$ cat config.mk
export PLATFORM = sky130hd
export DESIGN_NAME = design_select_ctrl
export DESIGN_NICKNAME = d
export VERILOG_FILES = /design/src/rtl/design_select_ctrl.sv
export SDC_FILE = /design/constraint.sdc
export NUM_CORES = 1
export LEC_CHECK = 0
export ABC_AREA = 1
export CORE_ASPECT_RATIO = 0.8
export CORE_MARGIN = 2
export CORE_UTILIZATION = 59
export CTS_CLUSTER_SIZE = 25
export DETAILED_ROUTE_END_ITERATION = 7
export PLACE_DENSITY = 0.94
export REMOVE_ABC_BUFFERS = 1
export SYNTH_ARGS = -nofsm -noshare
export SYNTH_HDL_FRONTEND = slang
export SYNTH_SLANG_ARGS = --single-unit
$ cat constraint.sdc
create_clock -name clk_i -period 3.7 [get_ports clk_i]
set_input_delay 0.37 -clock clk_i [delete_from_list [all_inputs] [get_ports clk_i]]
set_output_delay 0.37 -clock clk_i [all_outputs]
set_load 0.1 [all_outputs]
$ cat src/rtl/design_select_ctrl.sv
// design_select_ctrl: picks the design_sel code for the chip-level IO mux.
// The raw selection pins are synchronised and then debounced. A code is
// latched only after it has been stable for STABLE_CYCLES samples. The
// selected design is then held in reset for RST_HOLD cycles before release.
// IDLE_CODE is driven while no code is latched, so no design owns the pads
// during sampling.
module design_select_ctrl #(
    parameter int unsigned STABLE_CYCLES = 16,
    parameter int unsigned RST_HOLD      = 8,
    parameter logic [4:0]  IDLE_CODE     = 5'h1F
) (
    input  logic       clk_i,
    input  logic       rst_i,
    input  logic [4:0] sel_pins_i,
    input  logic       reselect_i,
    output logic [4:0] design_sel,
    output logic       design_rst_o,
    output logic       sel_valid_o,
    output logic [7:0] glitch_cnt_o
);

    localparam int CNT_W  = $clog2(STABLE_CYCLES + 1);
    localparam int HCNT_W = $clog2(RST_HOLD + 1);

    localparam logic [CNT_W-1:0]  CNT_LAST  = CNT_W'(STABLE_CYCLES - 1);
    localparam logic [HCNT_W-1:0] HCNT_LAST = HCNT_W'(RST_HOLD - 1);

    typedef enum logic [1:0] {
        SAMPLE = 2'd0,
        HOLD   = 2'd1,
        RUN    = 2'd2
    } state_t;

    state_t            state;
    logic [4:0]        s1;
    logic [4:0]        s2;
    logic [4:0]        cand;
    logic [CNT_W-1:0]  cnt;
    logic [HCNT_W-1:0] hcnt;

    // Two-flop synchroniser for the asynchronous selection pins; only s2 is used.
    always_ff @(posedge clk_i) begin
        // NOTE: sequential state uses non-blocking assignments, so s2 takes
        // the old s1 at each edge instead of racing straight through.
        if (rst_i) begin
            s1 <= '0;
            s2 <= '0;
        end else begin
            s1 <= sel_pins_i;
            s2 <= s1;
        end
    end

    // Selection FSM: debounce, latch, hold the design in reset, then run.
    // Every output is registered here.
    always_ff @(posedge clk_i) begin
        if (rst_i) begin
            state        <= SAMPLE;
            cand         <= '0;
            cnt          <= '0;
            hcnt         <= '0;
            design_sel   <= IDLE_CODE;
            design_rst_o <= 1'b1;
            sel_valid_o  <= 1'b0;
            glitch_cnt_o <= '0;
        end else begin
            case (state)
                SAMPLE: begin
                    design_rst_o <= 1'b1;
                    sel_valid_o  <= 1'b0;
                    if (s2 == cand) begin
                        if (cnt == CNT_LAST) begin
                            // The code has been stable long enough. Hand it to
                            // the mux now, but keep the design in reset.
                            design_sel <= cand;
                            hcnt       <= '0;
                            state      <= HOLD;
                        end else begin
                            cnt <= cnt + 1'b1;
                        end
                    end else begin
                        // The sampled code moved: restart the stability run
                        // on the new value and record the glitch.
                        cand <= s2;
                        cnt  <= '0;
                        if (glitch_cnt_o != 8'hFF) begin
                            glitch_cnt_o <= glitch_cnt_o + 8'd1;
                        end
                    end
                end

                HOLD: begin
                    // Pins and reselect_i are ignored while the reset window runs.
                    if (hcnt == HCNT_LAST) begin
                        state        <= RUN;
                        design_rst_o <= 1'b0;
                        sel_valid_o  <= 1'b1;
                    end else begin
                        hcnt         <= hcnt + 1'b1;
                        design_rst_o <= 1'b1;
                        sel_valid_o  <= 1'b0;
                    end
                end

                RUN: begin
                    if (reselect_i) begin
                        // Back to sampling. The current synchronised pins
                        // become the first candidate, so this is not a glitch.
                        state        <= SAMPLE;
                        design_sel   <= IDLE_CODE;
                        design_rst_o <= 1'b1;
                        sel_valid_o  <= 1'b0;
                        cand         <= s2;
                        cnt          <= '0;
                    end else begin
                        design_rst_o <= 1'b0;
                        sel_valid_o  <= 1'b1;
                    end
                end

                default: begin
                    // Unused encoding: recover to sampling with no design selected.
                    state        <= SAMPLE;
                    design_sel   <= IDLE_CODE;
                    design_rst_o <= 1'b1;
                    sel_valid_o  <= 1'b0;
                    cnt          <= '0;
                end
            endcase
        end
    end

endmodule

==> run summary, run 1 <==
Initial antenna violation count: 0
Max Cap Viol: 0
Crit Path Category: flop to output pin
Reg2Reg Depth: 7
NumNets Final: 305
Layout area overhead: 18.90%
Post-CTS Hold Buffers: 0
Filler cells: 237
Starting density of the core: 0.6221
Post-placement cell count: 323
Final Power: 952.3 uW
CTS buffer count: 5
Total track usage: 0.2367
Die Ht: 55.02 um
Asr flop ratio synth: 0
Clock Tree Buf Depth: 2
Slowest cell on the critical path: clkdlybuf4s50_1
Clock slew at reported path FFs: 80 ps
Reg2Reg Setup Slack: 1780 ps
Critical path, cell by cell: clkdlybuf4s50_1
WP data required: 3330 ps
Leak: 0.9247 nW
Wire length on met2: 1785 um
Top_reg_cell synth: dfxtp_1
Hold endpoint: s2[0]
Number of flops mapped to enable cells by yosys: 0
Final core area utilization: 0.7397
Site Rows: 18
Pwr Density: 417.3 mW/mm^2
Final period util: 0.6197
H-tree depth: 2
Antenna Nets Post-Route: 0
Post-Synthesis Cells: 264
Die area: 0.003728 sq mm
Synth cell types: 26
Worst vdd ir: 0.0003506 V
DRT Wirelength: 3835 um
Via density: 5.158
# resized after CTS: 0
Syn avg cell area: 7.270 sq um
R2R Path End: cand[4]
# IOs: 23
Antenna cells: 0
Least-Margin Pin Slew: 970.9 ps
Clk sinks: 41
Highest Clock Rate: 436.1 MHz
Setup Viol. Count Final: 0
Slew Viols, Final: 0
Largest net degree at the start of global routing: 25
Share of layout cells above drive strength 1: 0.07931
TNS Setup: 0 ps
Delay-heaviest family, CP: buffers and inverters
Crit path arrival time: 1920 ps
Critical Path Start Type: flop
RePlAce Congestion: 0.8582
Sequential share of the synthesized area: 0.4276
RR Startpoint: state[1]
First-pass GRT wire length: 6417 um
Number of buffers inserted by post-CTS setup repair: 0
RSZ-0062 raised after global routing: false
Top sig layer: met4
DRC violations left: 0
Vias: 1,702
Delay of the slowest critical-path stage: 1180 ps
Syn Std Cell Area: 0.001919 sq mm
Worst relative slew slack: 0.3507
CTS tree: done
WL met3: 145 um
Fin crit period: 2293 ps
Hold Crit Depth: 2
Setup crit end kind: output pin
HP Class: flop to flop
Clock Latency Late Sink: 300 ps
PortBufs: 22
Routed len/inst: 11.62 um
Met1 wire length: 1855 um
Core ar.: 0.003085 sq mm
Clk_skew: 6.951 ps
Worst-path maximum fanout: 6
Ranking of synthesized cells by area: dfxtp_1 43%, nand2_1 9.4%, inv_1 7.6%
CTS root buf: clkbuf_8
Crit path depth: 1
Yosys reg bits: 41
Worst hold start: s1[0]
Crit path buf inv count: 1
Initial DRT Pass Iterations: 4
Vias in the first global route: 1,547
DRT iter0 DRCs: 75
Die Wd: 67.77 um
Post-synth top area share: 0.4276
Hold Fails Final Rpt: 0
DP Wirelength: 2729 um
Warnings, synthesis: 0
GRT overflow: 0
Non-filler cells, final: 330
Status: complete, no violations
Leading area contributor after synthesis: dfxtp_1
[power by group]
group | total, mW | switching (mW) | internal, mW
sequential | 0.468 | 0.0122 | 0.456
combinational | 0.137 | 0.0964 | 0.0408
clock | 0.347 | 0.151 | 0.196
total | 0.952 | 0.260 | 0.692
[per-layer routing]
metal	global-route usage	up-vias
li1	-	888
met1	0.2772	779
met2	0.3922	28
met3	0.08097	7
met4	0.1200	0
met5	0	-
[through the flow]
| stage | instance area [sq um] | setup WS (ps) | hold WS, ps |
|---|---|---|---|
| detailed placement | 2178 | 1705 | 391.7 |
| finish | 2282 | 1407 | 399.5 |
| floorplan | 1893 | 1476 | 388.3 |
| global placement | 2178 | 1768 | 389.2 |
| global route | 2282 | 1388 | 405.6 |
| CTS | 2282 | 1415 | 402.4 |
[final cells by class]
type                       instances  area, sq um  area share
multi-input combinational        177        915.9      0.4013
clock inverter                     2        35.03     0.01535
clock buffer                       5        68.82     0.03015
sequential                        41        820.8      0.3596
timing repair buffer              24        235.2      0.1031
tap                               40        50.05     0.02193
inverter                          41        156.4     0.06853
[cell usage after synthesis, types with 3 or more instances]
master    n
a21oi_2   5
inv_1    39
o21ai_0   5
a21oi_1  22
xnor2_1   3
ha_1      7
nor3_1    3
xor2_1    4
nand4_1   7
nand2_1  48
nor2_1   38
dfxtp_1  41
nand3_1  22
o21ai_1   5
[worst max-delay path by stage]
stage	from	end
after floorplan	glitch_cnt_o[0]	glitch_cnt_o[2]
after global placement	glitch_cnt_o[5]	glitch_cnt_o[5]
after detailed placement	reselect_i	cand[1]
after CTS	glitch_cnt_o[2]	glitch_cnt_o[2]
after global routing	glitch_cnt_o[2]	glitch_cnt_o[2]
final	glitch_cnt_o[2]	glitch_cnt_o[2]
[sequential cells by signal, indices dropped and copies added (netlist names)]
name	count
state	2
hcnt	4
sel_valid_o	1
glitch_cnt_o	8
s2	5
cand	5
design_rst_o	1
s1	5
design_sel	5
cnt	5
[cell usage in the layout (no fill, tap or decap)]
master,netlist,layout
dfxtp_1,41,41
nand2_2,2,2
clkinv_2,0,1
ha_1,7,7
a21oi_1,22,22
nand4_1,7,7
nand3_2,1,1
clkdlybuf4s50_1,0,22
nor3b_1,1,1
nor2_1,38,38
nand2_4,1,1
a21oi_2,5,5
nand2_1,48,48
nand3_1,22,22
nor2_2,1,1
nor3_1,3,3
xnor2_1,3,3
inv_2,1,1
o21ai_1,5,5
nand4_2,1,1
inv_4,1,1
o21ai_0,5,5
clkbuf_8,0,5
xor2_1,4,4
bufinv_16,0,1
buf_4,0,2
nor2_4,1,1
inv_1,39,39
[worst reg2reg max path: cells and delay by family (launching register included)]
kind	cells	cell delay, ps
AOI/OAI and AO/OA	2	500
adders and majority gates	1	320
buffers and inverters	2	230
DFF	1	320
and+or+nand+nor	2	390
[cell families after synthesis]
family                   share of synthesized area
AO/OA/AOI/OAI                               0.1063
AND/OR/NAND/NOR                             0.2934
buffers and inverters                      0.09518
flip-flops                                  0.4276
adder cells (fa/ha/maj)                    0.04563
XOR/XNOR                                   0.03194
Power figures use the tool's default switching activity.
==> run 2: changes to the inputs <==
--- a/config.mk
+++ b/config.mk
@@ -8,10 +8,10 @@
 export ABC_AREA = 1
 export CORE_ASPECT_RATIO = 0.8
 export CORE_MARGIN = 2
-export CORE_UTILIZATION = 59
+export CORE_UTILIZATION = 49
 export CTS_CLUSTER_SIZE = 25
 export DETAILED_ROUTE_END_ITERATION = 7
-export PLACE_DENSITY = 0.94
+export PLACE_DENSITY = 0.84
 export REMOVE_ABC_BUFFERS = 1
 export SYNTH_ARGS = -nofsm -noshare
 export SYNTH_HDL_FRONTEND = slang
==> constraint.sdc (replaced) <==
create_clock -name clk_i -period 1.92 [get_ports clk_i]
set_input_delay 0.192 -clock clk_i [delete_from_list [all_inputs] [get_ports clk_i]]
set_output_delay 0.192 -clock clk_i [all_outputs]
set_load 0.1 [all_outputs]
==> run 2 against run 1 <==
Compared with the run above:
- count of clock-buffer cells in the layout increased by 1
- final cell count increased by 6.1%
- critical path type is now flop to flop
- largest power group unchanged
- sequential power up 92%
- total power up 80%
- via count is 0.88% lower
- sequential share of layout area about the same
- first-iteration DRC count up 57%
- die area up 19%
- global-route usage fell by 4.8 points
- utilization fell by 14 points
==> run summary, run 2 (synthesis results as in run 1) <==
# IOs: 23 (unchanged)
WP data required: 2100 ps (-1230 ps)
RR Startpoint: state[0]
Clock Tree Buf Depth: 2 (unchanged)
TNS Setup: 0 ps (unchanged)
Crit path arrival time: 1970 ps (+50 ps)
Setup Viol. Count Final: 0 (unchanged)
Antenna Nets Post-Route: 0 (unchanged)
Die area: 0.004437 sq mm (+19%)
Critical path, cell by cell: inv_1, ha_1, inv_2, nor2_1, nor3_1, nand2_2, a21oi_2, o21ai_1
DRT Wirelength: 3657 um (-4.6%)
Least-Margin Pin Slew: 423.6 ps (-547.3 ps)
HP Class: flop to flop
Crit Path Category: flop to flop
CTS tree: done
PortBufs: 22 (unchanged)
Number of flip-flops under the largest register name: 8 (unchanged)
Delay of the slowest critical-path stage: 370 ps (-810 ps)
Largest Register: glitch_cnt_o
CTS buffer count: 5 (unchanged)
DRC violations left: 0 (unchanged)
Fin crit period: 1784 ps
Via density: 4.820 (-6.5%)
Leak: 0.9423 nW (+1.9%)
Status: complete, no violations
Total track usage: 0.1888 (-0.04791)
Worst hold start: s1[0]
First-pass GRT wire length: 6444 um (+0.42%)
Die Ht: 59.98 um (+9.0%)
Clk_skew: 6.665 ps (-0.2864 ps)
Final period util: 0.9290
Worst vdd ir: 0.0005281 V (+51%)
Routed len/inst: 10.45 um (-10%)
Share of layout cells above drive strength 1: 0.1458 (+0.06645)
Clock slew at reported path FFs: 80 ps (about the same)
Clk sinks: 41 (unchanged)
CP startpoint: state[0]
Final Power: 1.714 mW (+80%)
Initial DRT Pass Iterations: 4 (unchanged)
Hold Fails Final Rpt: 0 (unchanged)
Largest net degree at the start of global routing: 16 (-36%)
Core ar.: 0.003779 sq mm (+22%)
Initial antenna violation count: 0 (unchanged)
NumNets Final: 309 (+1.3%)
DRT iter0 DRCs: 118 (+57%)
CTS root buf: clkbuf_8
Layout area overhead: 18.77%
RePlAce Congestion: 0.8259 (-3.8%)
Antenna cells: 0 (unchanged)
Slowest cell on the critical path: dfxtp_1
GRT overflow: 0 (unchanged)
Worst-path maximum fanout: 11 (+5)
Post-CTS Hold Buffers: 0 (unchanged)
Commonest non-fill, non-tap cells in the layout: 47 x nand2_1, 41 x dfxtp_1, 39 x inv_1
Setup crit end kind: flop
H-tree depth: 2 (unchanged)
Slew Viols, Final: 0 (unchanged)
Critical Path Start Type: flop
Worst relative slew slack: 0.7167 (+0.3660)
Vias in the first global route: 1,521 (-1.7%)
Commonest non-fill, non-tap cell in the layout: nand2_1
Vias: 1,687 (-0.88%)
Die Wd: 73.98 um (+9.2%)
Site Rows: 20 (+2)
Max Cap Viol: 0 (unchanged)
Pwr Density: 752.0 mW/mm^2 (+80%)
Highest Clock Rate: 560.6 MHz
Starting density of the core: 0.5079 (-0.1141)
DP Wirelength: 2683 um (-1.7%)
Clock Latency Late Sink: 290 ps (about the same)
RSZ-0062 raised after global routing: true
==> run 2: cell types whose count changed in the layout (fill, tap and decap cells not counted), sizes merged <==
cell           delta
buf              +19
clkdlybuf4s50    -15
clkinvlp          +2
bufinv            -1
clkbuf            +1
clkinv            -1
==> run 2: power by group <==
group | leakage [nW] | internal, mW | switching (mW)
Clock | 0.0374 | 0.256 | 0.300
Combinational | 0.571 | 0.0758 | 0.183
Sequential | 0.334 | 0.878 | 0.0222
Total | 0.942 | 1.21 | 0.505
==> run 2: final timing paths <==
kind | endpoint | slack [ps] | depth (start not counted)
hold reg to reg | s2[0] | 400 | 2
setup reg to reg | design_sel[0] | 140 | 8
hold / removal | s2[0] | 400 | 2
setup / recovery | design_sel[0] | 140 | 8
==> run 2: repair_timing <==
action                                  in CTS  in global routing
hold endpoints to repair                     0                  0
endpoints found under the setup margin       0                  5
resized for setup                            0                  1
buffers inserted                             0                  1
==> run 2: layout make-up <==
type                    count  area [sq um]
well taps                  55         68.82
clock inverters             2         15.01
flip-flops and latches     41         820.8
fillers                   346          1499
multi-input cells         177         918.4
inverters                  41         156.4
clock buffers               6         72.57
repair buffers             28         227.7
==> run 2: critical path, delay by kind of cell (launching register included) <==
| family | cells | cell delay, ps |
|---|---|---|
| and+or+nand+nor | 3 | 520 |
| DFF | 1 | 370 |
| adders and majority gates | 1 | 300 |
| buffers and inverters | 2 | 250 |
| AOI/OAI and AO/OA | 2 | 240 |
==> run 2: through the flow <==
stage               hold slack [ps]  utilization  worst slack, ps  instance area (sq um)  cells
floorplan                     261.1            -           -304.2                   1893    259
global placement              388.5       0.5775            197.5                   2182    341
detailed placement            394.9       0.5775            147.4                   2182    341
CTS                           403.6       0.6007            126.2                   2270    349
global route                  422.2       0.6033           -5.754                   2280    350
finish                        399.8       0.6033            136.3                   2280    350
==> run 2: metal layers <==
layer / up-vias / GRT usage / wire length, um
li1: 897 / - / -
met3: 7 / 0.05396 / 162
met1: 750 / 0.2552 / 1803
met2: 33 / 0.2908 / 1640
met4: 0 / 0.06234 / 51
met5: - / 0 / 0
